## config.mk

```make
export PLATFORM = sky130hd
export DESIGN_NAME = raster_scanner
export DESIGN_NICKNAME = d
export VERILOG_FILES = /design/src/rtl/cartoon_pkg.sv /design/src/rtl/axis_counter.sv /design/src/rtl/raster_scanner.sv
export SDC_FILE = /design/constraint.sdc
export NUM_CORES = 1
export LEC_CHECK = 0
export ABC_AREA = 1
export CAP_MARGIN = 25
export CELL_PAD_IN_SITES_DETAIL_PLACEMENT = 1
export CELL_PAD_IN_SITES_GLOBAL_PLACEMENT = 2
export CORE_UTILIZATION = 27
export DETAILED_ROUTE_END_ITERATION = 16
export PLACE_DENSITY_LB_ADDON = 0.1
export SYNTH_ARGS = -nofsm -noshare
export SYNTH_HDL_FRONTEND = slang
export SYNTH_SLANG_ARGS = --single-unit
```

## constraint.sdc

```tcl
create_clock -name clk -period 2.4 [get_ports clk]
set_clock_uncertainty 0.05 [all_clocks]
set_input_delay 0.48 -clock clk [delete_from_list [all_inputs] [get_ports clk]]
set_output_delay 0.48 -clock clk [all_outputs]
set_load 0.1 [all_outputs]
```

## src/rtl/cartoon_pkg.sv

```systemverilog
// Shared definitions for the cartoonifier pixel pipeline stages.
package cartoon_pkg;

    localparam int unsigned DEFAULT_COORD_BITS = 10;
    localparam int unsigned DEFAULT_ADDR_BITS  = 18;

    typedef enum logic [1:0] {
        IDLE,
        SCAN,
        DONE
    } scan_state_t;

endpackage

```

## src/rtl/axis_counter.sv

```systemverilog
// Terminal-count counter for one raster axis; wraps to zero after the terminal value.
module axis_counter #(
    parameter int unsigned WIDTH = 10
) (
    input  logic             clk,
    input  logic             n_rst,
    input  logic             clear,
    input  logic             enable,
    input  logic [WIDTH-1:0] terminal,
    output logic [WIDTH-1:0] count,
    output logic             at_terminal
);

    assign at_terminal = (count == terminal);

    always_ff @(posedge clk) begin
        if (!n_rst) begin
            count <= '0;
        end else if (clear) begin
            count <= '0;
        end else if (enable) begin
            count <= at_terminal ? '0 : count + 1'b1;
        end
    end

endmodule

```

## src/rtl/raster_scanner.sv

```systemverilog
// Raster-order pixel stream generator: emits (x, y, addr) per accepted beat for one frame.
module raster_scanner
    import cartoon_pkg::*;
#(
    parameter int unsigned COORD_BITS = DEFAULT_COORD_BITS,
    parameter int unsigned ADDR_BITS  = DEFAULT_ADDR_BITS
) (
    input  logic                  clk,
    input  logic                  n_rst,
    input  logic                  start,
    input  logic [COORD_BITS-1:0] width,
    input  logic [COORD_BITS-1:0] height,
    input  logic [ADDR_BITS-1:0]  base_addr,
    input  logic                  ready,
    output logic                  valid,
    output logic [COORD_BITS-1:0] x,
    output logic [COORD_BITS-1:0] y,
    output logic [ADDR_BITS-1:0]  addr,
    output logic                  last_col,
    output logic                  last_row,
    output logic                  busy,
    output logic                  frame_done
);

    scan_state_t           state;
    logic [COORD_BITS-1:0] width_q;
    logic [COORD_BITS-1:0] height_q;
    logic [COORD_BITS-1:0] col_terminal;
    logic [COORD_BITS-1:0] row_terminal;
    logic                  accept_start;
    logic                  xfer;
    logic                  col_term;
    logic                  row_term;

    assign accept_start = (state == IDLE) && start && (width != '0) && (height != '0);
    assign xfer         = valid && ready;
    assign col_terminal = width_q - 1'b1;
    assign row_terminal = height_q - 1'b1;
    assign last_col     = valid && col_term;
    assign last_row     = valid && row_term;

    axis_counter #(.WIDTH(COORD_BITS)) u_col (
        .clk         (clk),
        .n_rst       (n_rst),
        .clear       (accept_start),
        .enable      (xfer),
        .terminal    (col_terminal),
        .count       (x),
        .at_terminal (col_term)
    );

    // Row advances only on the transfer that completes a row.
    axis_counter #(.WIDTH(COORD_BITS)) u_row (
        .clk         (clk),
        .n_rst       (n_rst),
        .clear       (accept_start),
        .enable      (xfer && col_term),
        .terminal    (row_terminal),
        .count       (y),
        .at_terminal (row_term)
    );

    always_ff @(posedge clk) begin
        if (!n_rst) begin
            state      <= IDLE;
            valid      <= 1'b0;
            busy       <= 1'b0;
            frame_done <= 1'b0;
            addr       <= '0;
            width_q    <= '0;
            height_q   <= '0;
        end else begin
            frame_done <= 1'b0;
            case (state)
                IDLE: begin
                    if (start) begin
                        busy <= 1'b1;
                        if (width != '0 && height != '0) begin
                            width_q  <= width;
                            height_q <= height;
                            addr     <= base_addr;
                            valid    <= 1'b1;
                            state    <= SCAN;
                        end else begin
                            frame_done <= 1'b1;
                            state      <= DONE;
                        end
                    end
                end
                SCAN: begin
                    if (ready) begin
                        addr <= addr + 1'b1;
                        if (col_term && row_term) begin
                            valid      <= 1'b0;
                            frame_done <= 1'b1;
                            state      <= DONE;
                        end
                    end
                end
                DONE: begin
                    busy  <= 1'b0;
                    state <= IDLE;
                end
                default: begin
                    valid <= 1'b0;
                    busy  <= 1'b0;
                    state <= IDLE;
                end
            endcase
        end
    end

endmodule

```

Yosys cells after proc, flatten, opt, wreduce, memory -nomap -nowiden --
Index checks and enable logic that the tools add are counted.
Word-level totals: logic and storage cells 67, output and inout port bits 43, register bits after elaboration 63
Operators by class: reduce and logical (&&, ||, !) cells 19, mux-type cells 23, $add $sub $neg 5, bitwise logic cells 3, eq/ne operators 8
Operators by type and width (count):
- $mux 18 | 3
- $pmux 18 s2 | 1
- $add 10x1->10 const B | 2
- $eq 10x10->1 | 2
- $mux 10 | 2
- $reduce_bool 10->1 | 2
- $sub 10x1->10 const B | 2
- $add 18x1->18 const B | 1
- $logic_and 1x1->1 | 9
- $mux 1 | 9
- $mux 2 | 4
- $ne 2x2->1 const B | 3
- $reduce_and 3->1 | 2
- $reduce_and 5->1 | 1
- $pmux 1 s2 | 2
- $pmux 2 s2 | 1
- $reduce_and 4->1 | 1
- $not 1->1 | 3
- $pmux 1 s3 | 1
- $eq 2x1->1 const B | 1
- $eq 2x2->1 const B | 1
- $logic_not 2->1 | 1
- $ne 2x1->1 const B | 1
- $reduce_and 2->1 | 1
- 2 further kinds | 2

Depth between registers and ports, before layout --
depth in word-level cells 6, depth in mapped cells 16, gate-level depth less buffers 16

Cells and area by module --
From an unflattened synthesis, not the netlist that was laid out.
Unflattened totals: cell total of the unflattened synthesis 601, area total of the unflattened synthesis 4010.1 sq um
By module, submodules not included:
- raster_scanner | area an instance 2646.3 sq um, cells an instance 401, instances 1
- axis_counter | area an instance 681.9 sq um, cells an instance 100, instances 2

Least setup slack after synthesis --
Ideal clock, no wire load.
path kind register -> output, start point reg u_row.count[3], end point out last_row, buffers on the path 0, arrival 3.791 ns, path slack -1.921 ns, cell stages (with the launch flop) 9, cell sequence dfxtp_1 -> inv_1 -> nand2_1 -> nand2_1 -> a21oi_1 -> nand2_1 -> nor2_1 -> nand3_1 -> nor3_1
On the way: word-level cells in the longest chain between the ends 2
RTL lines:
- from (decl) | line axis_counter.sv:10 | output logic [WIDTH-1:0] count,
- from (signal assigned) | line axis_counter.sv:22 | count <= at_terminal ? '0 : count + 1'b1;
- $eq 10x10->1 | line axis_counter.sv:14 | assign at_terminal = (count == terminal);
- $logic_and 1x1->1 | line raster_scanner.sv:40 | assign last_row = valid && row_term;
- to (decl) | line raster_scanner.sv:20 | output logic last_row,
Every way passes these cells.

Worst setup path after layout --
start point reg width_q[1], end point out last_col
On the way: word-level cells in the longest chain between the ends 3
RTL lines:
- from (decl) | line raster_scanner.sv:26 | logic [COORD_BITS-1:0] width_q;
- from (signal assigned) | line raster_scanner.sv:79 | width_q <= width;
- $sub 10x1->10 | line raster_scanner.sv:37 | assign col_terminal = width_q - 1'b1;
- $eq 10x10->1 | line axis_counter.sv:14
- $logic_and 1x1->1 | line raster_scanner.sv:39 | assign last_col = valid && col_term;
- to (decl) | line raster_scanner.sv:19 | output logic last_col,
Every way passes these cells.

==> metrics.md <==
| Metric | Value |
|---|---|
| Status | `finished, violations left` |
| Failing checks | `negative setup slack` |
| CP peak stage delay | `330 ps` |
| Routed wire length | `14600 um` |
| Routed length per placed instance | `15.5 um` |
| Fmax | `386 MHz` |
| Die Area | `0.0155 sq mm` |
| Switch share | `0.394` |
| Initial Util | `0.277` |
| HP Class | `reg2reg` |
| Worst path arrival time | `2060 ps` |
| Least-Margin Pin Slew | `408 ps` |
| Residual DRC count | `0` |
| Layout cells sized above 1 | `0.221` |
| CP Class | `reg2out` |
| First-pass GRT wire length | `23800 um` |
| Max-capacitance violation count | `0` |
| Clk slew on worst S/H paths | `50 ps` |
| Sequential share of the synthesized area | `0.312` |
| Die extent in y | `124 um` |
| Reg-to-reg startpoint | `width_q[1]$_SDFFE_PN0P_` |
| Crit-path cells | `inv_2 -> ha_4 -> nand2_2 -> inv_2 -> nor2_1 -> nand3_1 -> a21oi_1 -> nand3_1 -> nor2_2 -> nand3_2 -> nor2_4 -> buf_12` |
| Power, Total | `0.00415 W` |
| Largest net degree at the start of global routing | `32` |
| Synthesized area | `0.00404 sq mm` |
| Vias | `4554` |
| Placed cells | `921` |
| Critical Path Sink | `last_col` |
| H-tree Lvls | `3` |
| Clk pwr share | `0.331` |
| Initial antenna violation count | `0` |
| Clock Sinks | `63` |
| Yosys cell types | `35` |
| P_int | `between 0.002 and 0.003 W` |
| Final Setup Violations | `2` |
| Vias in the first global route | `4725` |
| CP max-delay cell | `dfxtp_2` |
| Row cnt | `44` |
| Leak | `2.44 nW` |
| Clk root buf | `clkbuf_16` |
| Normalized max-slew margin | `0.726` |
| GR Overflow Total | `0` |
| Yosys reg bits | `63` |
| Final Critical Period | `2590 ps` |
| Pre-antenna DRT Iters | `4` |
| PD cells | `725 mW/mm^2` |
| Vias/cell | `4.80` |
| Type of origin of the critical path | `register` |
| Syn Area/Cell | `6.26 sq um` |
| Layout area overhead | `41.6%` |
| Synth warn | `0` |
| Hpwl dp | `11300 um` |
| Syn nets | `693` |
| Worst IR drop on VDD | `362 uV` |
| Crit. End Element | `primary output` |
| TritonCTS clock tree | `done` |
| Cell count after synthesis | `~650` |
| Post-route setup slack | `-192 ps` |
| R2r worst-path depth | `17` |
| Fin crit share | `1.08` |
| Port bufs | `84` |
| Req. time, crit path | `1870 ps` |
| Reg power frac | `0.304` |
| Die width | `124 um` |
| Peak fanout along the critical path | `2` |
| GRT Total Usage | `0.195` |
| Fin cells | `948` |
| Diode count | `0` |
| Crit path launch | `width_q[1]$_SDFFE_PN0P_` |
| CORE AREA | `0.0146 sq mm` |
| RePlAce Congestion | `between 0.8 and 0.9` |
| Fin. max-slew vios | `0` |
| Final nets | `806` |
| TritonCTS Buffers | `9` |
| Clk Latency, worst-skew pair | `340 ps` |
| Initial drt markers | `175` |
| Ports | `85` |
| RSZ-0062 raised after global routing | `true` |
| Max Buffers Root-to-Sink | `2` |
| Combinational share of power | `0.364` |
| Reg2reg end | `u_col.count[0]$_SDFFE_PP0P_` |
| Hold Vio Cnt, Final | `0` |
| Switching power total | `0.00164 W` |
| Post-route ant nets | `0` |
| R2R Setup Slk | `roughly 170 ps` |
## through the flow
step	setup TNS (ps)	hold slack (ps)	cell area, sq um	utilization	worst slack (ps)
after floorplan	-126	392	4140	-	-126
final	-352	441	5720	0.392	-192
after detailed placement	-3990	436	5260	0.361	-154
after global placement	-1660	437	5260	0.361	-93.1
after CTS	-372	441	5660	0.388	-245
after global routing	-606	451	5720	0.392	-323
## routing by layer
metal  vias up  GRT usage  part of all wire
li1       2307          -                 -
met1      2162      0.230              0.45
met2        65      0.354              0.51
met3        20     0.0365             0.027
met4         0     0.0595             0.017
met5         -          0                 0
## cell type report
type,instances,area [sq um]
Clock buffer,10,229
Clock inverter,6,75.1
Fill cell,1840,8870
Inverter,67,255
Multi-Input combinational cell,495,2520
Sequential cell,63,1330
Tap cell,184,230
Timing Repair Buffer,123,1080
## repair_timing
action / CTS / global route
hold buffers: 0 / 0
resized for setup: 10 / 14
pin swaps: 12 / 10
endpoints found under the hold margin: 0 / 0
setup endpoints to repair: 2 / 4
setup buffers: 8 / 3
## kinds of logic (layout without fill, tap and decap cells)
family	after synthesis	count (layout)	synth area share
compound gates	106	106	0.138
simple gates	350	350	0.372
buf+inv	88	206	0.0882
flops	63	63	0.312
fa+ha+maj	5	5	0.0155
xor+xnor	34	34	0.0737
## synth_stat cells
| library cell | n | area, sq um |
|---|---|---|
| dfxtp_1 | 63 | 1260 |
| xnor2_1 | 11 | 96.3 |
| nand4_1 | 9 | 56.3 |
| a31oi_1 | 2 | 12.5 |
| buf_4 | 2 | 15.0 |
| clkbuf_2 | 1 | 5.00 |
| nor3b_1 | 3 | 22.5 |
| nand3_2 | 2 | 20.0 |
| nand3b_1 | 6 | 45.0 |
| a211oi_1 | 2 | 15.0 |
| clkinv_1 | 1 | 3.75 |
| o21ai_0 | 42 | 210 |
| inv_2 | 7 | 26.3 |
| nor2_2 | 11 | 68.8 |
| and2_1 | 1 | 6.26 |
| or2_2 | 5 | 31.3 |
| o21ai_1 | 1 | 5.00 |
| o211a_1 | 1 | 10.0 |
| inv_1 | 58 | 218 |
| buf_6 | 1 | 11.3 |
| o211ai_1 | 5 | 37.5 |
| xor2_1 | 23 | 201 |
| ha_1 | 5 | 62.6 |
| nor4_2 | 1 | 12.5 |
| nand3_1 | 35 | 175 |
| nor3_1 | 8 | 40.0 |
| nor2_1 | 90 | 338 |
| o31ai_1 | 1 | 7.51 |
| nor4_1 | 4 | 25.0 |
| nand2_1 | 172 | 646 |
| buf_2 | 7 | 35.0 |
| nand2_2 | 3 | 18.8 |
| clkinv_2 | 1 | 5.00 |
| clkbuf_1 | 10 | 37.5 |
| a21oi_1 | 52 | 260 |
## power by group through the flow
stage	clock network (W)	logic [W]	registers, W
floorplan	0	0.000636	0.00164
global placement	0	0.00143	0.00128
detailed placement	0	0.00146	0.00128
CTS	0.00142	0.00150	0.00126
global route	0.00147	0.00164	0.00128
finish	0.00137	0.00151	0.00126
## cells in the final DEF (no fill, tap or decap), drive strengths merged, types with 6 or more instances in the layout
cell,n
a21oi,52
nand3b,6
nand3,37
buf,82
xnor2,11
clkinv,6
dfxtp,63
inv,65
xor2,23
nand4,9
o21ai,43
nor2,101
clkdlybuf4s50,41
nor3,8
nand2,175
clkbuf,10
## sequential cells by signal (all words and copies together) (netlist names)
name         count
addr            18
height_q        10
u_col.count     10
u_row.count     10
width_q         10
state            2
busy             1
frame_done       1
valid            1
## how the worst min path moves through the flow
stage                                  from                      end  slack, ps  cells past startpoint
floorplan           width_q[9]$_SDFFE_PN0P_  width_q[9]$_SDFFE_PN0P_        390                      2
global placement    width_q[1]$_SDFFE_PN0P_  width_q[1]$_SDFFE_PN0P_        440                      2
detailed placement  width_q[1]$_SDFFE_PN0P_  width_q[1]$_SDFFE_PN0P_        440                      2
CTS                 width_q[1]$_SDFFE_PN0P_  width_q[1]$_SDFFE_PN0P_        440                      2
global route        width_q[1]$_SDFFE_PN0P_  width_q[1]$_SDFFE_PN0P_        450                      2
finish              width_q[1]$_SDFFE_PN0P_  width_q[1]$_SDFFE_PN0P_        440                      2
## worst max-delay path, delay by kind of cell (launching register included)
family / cells / cell delay (ps)
DFF: 1 / 330
buffers and inverters: 3 / 270
adders and majority gates: 1 / 230
and+or+nand+nor: 7 / 760
AOI/OAI and AO/OA: 1 / 120
Power figures use the tool's default switching activity.
